**src/rtl/muldiv_sequencer.sv**
```systemverilog
// Control sequencer for an iterative multiply/divide unit.
// Accepts one mul/div instruction from execute, pulses dp_load, then
// issues a fixed number of dp_step cycles. It then presents done until
// the pipeline is free to take the result.
module muldiv_sequencer #(
    parameter int MUL_CYCLES = 4,
    parameter int DIV_CYCLES = 32
) (
    input  logic       clk,
    input  logic       reset,
    input  logic       start,
    input  logic [2:0] muldiv_funct,
    input  logic       divisor_zero,
    input  logic       clear,
    input  logic       hold_result,
    output logic       wait_result,
    output logic       dp_load,
    output logic       dp_step,
    output logic       dp_signed,
    output logic [1:0] dp_accum,
    output logic       done,
    output logic       div_zero,
    output logic [5:0] count
);

    localparam logic [2:0] FN_NONE  = 3'd0;
    localparam logic [2:0] FN_MULT  = 3'd1;
    localparam logic [2:0] FN_MULTU = 3'd2;
    localparam logic [2:0] FN_MADD  = 3'd3;
    localparam logic [2:0] FN_MADDU = 3'd4;
    localparam logic [2:0] FN_MSUB  = 3'd5;
    localparam logic [2:0] FN_DIV   = 3'd6;
    localparam logic [2:0] FN_DIVU  = 3'd7;

    localparam logic [1:0] ACC_NONE = 2'b00;
    localparam logic [1:0] ACC_ADD  = 2'b01;
    localparam logic [1:0] ACC_SUB  = 2'b10;

    typedef enum logic [1:0] {
        IDLE = 2'd0,
        MUL  = 2'd1,
        DIV  = 2'd2,
        DONE = 2'd3
    } state_t;

    state_t     state_reg, state_next;
    logic [5:0] count_reg, count_next;
    logic       signed_reg, signed_next;
    logic [1:0] accum_reg, accum_next;
    logic       done_reg, done_next;
    logic       div_zero_reg, div_zero_next;
    logic       accept;

    // Accept is gated by reset so dp_load/wait_result drop the instant reset asserts.
    assign accept = reset && (state_reg == IDLE) && start && !clear
                    && (muldiv_funct != FN_NONE);

    // State register and latched operation attributes.
    always_ff @(posedge clk or negedge reset) begin
        if (!reset) begin
            state_reg    <= IDLE;
            count_reg    <= 6'd0;
            signed_reg   <= 1'b0;
            accum_reg    <= ACC_NONE;
            done_reg     <= 1'b0;
            div_zero_reg <= 1'b0;
        end else begin
            state_reg    <= state_next;
            count_reg    <= count_next;
            signed_reg   <= signed_next;
            accum_reg    <= accum_next;
            done_reg     <= done_next;
            div_zero_reg <= div_zero_next;
        end
    end

    // Next-state logic and the combinational datapath strobes.
    always_comb begin
        state_next    = state_reg;
        count_next    = count_reg;
        signed_next   = signed_reg;
        accum_next    = accum_reg;
        div_zero_next = div_zero_reg;
        dp_load       = 1'b0;
        dp_step       = 1'b0;
        wait_result   = 1'b0;

        if (clear) begin
            // A bubble/nullify aborts everything, including a pending accept or hold.
            state_next    = IDLE;
            count_next    = 6'd0;
            signed_next   = 1'b0;
            accum_next    = ACC_NONE;
            div_zero_next = 1'b0;
        end else begin
            case (state_reg)
                IDLE: begin
                    if (accept) begin
                        dp_load     = 1'b1;
                        wait_result = 1'b1;
                        signed_next = (muldiv_funct == FN_MULT) || (muldiv_funct == FN_MADD)
                                   || (muldiv_funct == FN_MSUB) || (muldiv_funct == FN_DIV);
                        if ((muldiv_funct == FN_MADD) || (muldiv_funct == FN_MADDU))
                            accum_next = ACC_ADD;
                        else if (muldiv_funct == FN_MSUB)
                            accum_next = ACC_SUB;
                        else
                            accum_next = ACC_NONE;
                        if ((muldiv_funct == FN_DIV) || (muldiv_funct == FN_DIVU)) begin
                            if (divisor_zero) begin
                                // Nothing to iterate: report the fault straight away.
                                state_next    = DONE;
                                count_next    = 6'd0;
                                div_zero_next = 1'b1;
                            end else begin
                                state_next = DIV;
                                count_next = 6'(DIV_CYCLES - 1);
                            end
                        end else begin
                            state_next = MUL;
                            count_next = 6'(MUL_CYCLES - 1);
                        end
                    end
                end
                MUL, DIV: begin
                    // hold_result is deliberately ignored while iterating.
                    dp_step     = 1'b1;
                    wait_result = 1'b1;
                    if (count_reg != 6'd0)
                        count_next = count_reg - 6'd1;
                    else
                        state_next = DONE;
                end
                DONE: begin
                    if (!hold_result) begin
                        state_next    = IDLE;
                        div_zero_next = 1'b0;
                    end
                end
                default: state_next = IDLE;
            endcase
        end

        done_next = (state_next == DONE);
    end

    assign dp_signed = signed_reg;
    assign dp_accum  = accum_reg;
    assign done      = done_reg;
    assign div_zero  = div_zero_reg;
    assign count     = count_reg;

endmodule

```
**config.mk**
```make
export PLATFORM = sky130hd
export DESIGN_NAME = muldiv_sequencer
export DESIGN_NICKNAME = d
export VERILOG_FILES = /design/src/rtl/muldiv_sequencer.sv
export SDC_FILE = /design/constraint.sdc
export NUM_CORES = 1
export LEC_CHECK = 0
export ABC_AREA = 0
export CAP_MARGIN = 10
export CORE_MARGIN = 2
export CORE_UTILIZATION = 44
export DETAILED_ROUTE_END_ITERATION = 8
export PLACE_DENSITY = 0.75
export SETUP_SLACK_MARGIN = 0.3
export SLEW_MARGIN = 25
export SYNTH_ARGS = -nofsm -noshare
export SYNTH_HDL_FRONTEND = slang
export SYNTH_SLANG_ARGS = --single-unit
```
**constraint.sdc**
```tcl
create_clock -name clk -period 1.55 [get_ports clk]
set_input_delay 0.31 -clock clk [delete_from_list [all_inputs] [get_ports clk]]
set_output_delay 0.31 -clock clk [all_outputs]
set_load 0.01 [all_outputs]
```
==> flow_metrics.py <==
metrics = {
    "timing": {
        "slew_headroom_pct": 77.5,
        "timing.final.hold_violations": 0,
        "worstMarginPinSlew_ns": 0.335,
        "whs_ns": 0.0725,
        "fmax_mhz": 553,
        "slew_viol_final": 0,
        "fin_ws_ns": -0.257,
        "period_share_pct": 117,
        "finalClockSkew_ns": 0.00831,
        "fin_crit_ns": 1.81,
        "rsz0062_at_grt": "yes",
        "finalSetupViolCount": 14,
    },
    "synthesis": {
        "synth_ff_type": "dfrtp_1",
        "syn_avg_cell_area_um2": 8.99,
        "ys_types": 40,
        "synthArstFlopShare_pct": 100,
        "syn_nets": 122,
        "synth_area_um2": 980,
        "synth_edf_count": 0,
        "netlist_instances": 109,
        "yosys_warnings": 0,
        "ys_ff_latch": 13,
        "yosysSeqAreaShare_pct": 33.2,
    },
    "final_layout": {
        "finalInstanceArea_um2": 1740,
        "mostFrequentLayoutCells": "buf_4, buf_6, dfrtp_1, a21oi_1, clkdlybuf4s50_1",
        "seqCellArea_um2": 327,
        "stdcell_count": 206,
        "multi_input_area_um2": 713,
        "nets": 192,
        "area_growth_pct": 77.4,
        "fillers": 122,
        "largest_reg_flops": 6,
        "drive_gt1_share_pct": 48.9,
        "final_common_cell": "buf_4",
        "diodes": 0,
        "fin_util_pct": 80.9,
    },
    "die": {
        "start_util_pct": 45.6,
        "die_y_um": 51.2,
        "num_io_pins": 23,
        "rows": 17,
        "die_w_um": 51.2,
        "die_area_um2": 2620,
        "core_area_um2": 2150,
    },
    "clock_network": {
        "clk_pin_slew_worst_paths_ns": 0.09,
        "insertion_delay_ns": 0.29,
        "cts.sinks": 13,
        "root_buffer": "clkbuf_4",
        "clockBufferDepth": 2,
        "tritoncts": "yes",
        "htreeDepth": 1,
        "ctsHoldBuffers": 0,
        "cts_buffers": 3,
    },
    "route": {
        "wirelength_um": 3410,
        "drtAntennaViolNets": 0,
        "drt_first_pass_iters": 4,
        "vias": 1193,
        "drc": 0,
        "wl_per_cell_um": 16.5,
        "viasPerCell": 5.79,
        "drt_iter0_drc": 37,
    },
    "pwr": {
        "p_per_area_nw_per_um2": 1250,
        "peakVddDrop_mv": 0.871,
        "p_leak_nw": 0.819,
    },
    "place": {
        "globalplace.congestion": 0.829,
        "dp_slack_ns": -0.614,
        "dpl_cell_area_um2": 1460,
        "portBuffers": 22,
        "dp_cells": 182,
        "dp_hpwl_um": 2000,
    },
    "worst_setup_path": {
        "crit_path_end_kind": "flip-flop",
        "cp_max_fo": 6,
        "reg2regPathDepth": 7,
        "cp.arrival_ns": 2.03,
        "worstSetupPathType": "reg2reg",
        "crit_path_start_kind": "flip-flop",
        "cp.required_ns": 1.77,
    },
    "status": {
        "status": "finished, violations left",
        "failed_checks": "setup timing",
    },
    "global_routing": {
        "track_usage_pct": 24.6,
        "antenna_found_initial": 0,
        "grt_pass1_vias": 1117,
        "grt_max_degree": 16,
        "grt_overflow": 0,
        "grt_pass1_wl_um": 4750,
    },
    "min_path": {
        "min_path_type": "in2async",
    },
    "flow_run": {
        "drv_cap": 0,
    },
}
cells in the mapped netlist (all sizes together), types with 2 or more instances:
cell,n,share of area (%)
buf,5,3.2
o21ai,7,3.6
nand2b,6,3.8
nor2,7,2.7
nand3,4,2.0
a31oi,3,1.9
nor3,5,3.7
o22a,2,1.8
ha,4,5.1
o31ai,2,1.5
o22ai,3,2.6
a21oi,10,6.3
dfrtp,13,33
and2,2,1.3
inv,7,2.7
nand2,7,2.9
nand4b,2,2.4
o21a,2,1.5
nand4,2,1.3
and4b,2,2.0
a2bb2oi,2,3.1
layout make-up:
class	count	share of cell area [%]
Multi-Input combinational cell	84	41.0
Timing Repair Buffer	70	35.1
Sequential cell	13	18.8
Tap cell	28	2.02
Clock buffer	4	1.51
Inverter	7	1.51
kinds of logic after synthesis:
family / after synthesis / share of synthesized area (%)
and+or+nand+nor: 41 / 25.7
AOI/OAI and AO/OA: 38 / 29.1
DFF: 13 / 33.2
buffers and inverters: 12 / 5.88
adders and majority gates: 4 / 5.11
muxes: 1 / 1.02
repair_timing:
action	CTS	global route
setup endpoints to repair	27	22
buffers inserted	15	5
resized for setup	45	30
gates cloned	0	0
pin swaps	6	14
stage by stage:
step	TNS (ns)	total power [mW]
finish	-2.35	2.17
global route	-3.15	2.28
CTS	-1.99	1.93
detailed placement	-5.84	1.57
global placement	-5.42	1.54
floorplan	0	1.07
worst max-delay path, stage by stage (launching register included):
cell and delay [ns]:
dfrtp_1 0.38, inv_2 0.06, ha_4 0.29, buf_4 0.12
and4bb_2 0.30, nand2_4 0.12, a221oi_4 0.31, and2_1 0.17
path summary, 6_finish.rpt:
path / startpoint / slack, ns / end
max: state_reg[0] / -0.26 / done
max reg2reg: state_reg[0] / -0.26 / done
min reg2reg: count[1] / 0.57 / count[1]
min in group clk: muldiv_funct[1] / 0.49 / dp_accum[1]
max in group asynchronous: reset / 1.33 / count[2]
min: reset / 0.07 / div_zero
layer usage:
metal	vias to the layer above	global-route usage (%)	share of wire (%)
met5	-	0	0
li1	544	-	-
met2	43	45.0	52
met3	12	3.80	4.7
met1	594	27.6	40
met4	0	11.3	2.7
power breakdown:
part	leakage [nW]	switching (mW)	internal [mW]	total, mW
logic	0.633	0.693	0.786	1.48
clock network	0.0150	0.125	0.100	0.225
registers	0.172	0.0488	0.415	0.464
total	0.819	0.867	1.30	2.17
Power figures use the tool's default switching activity.
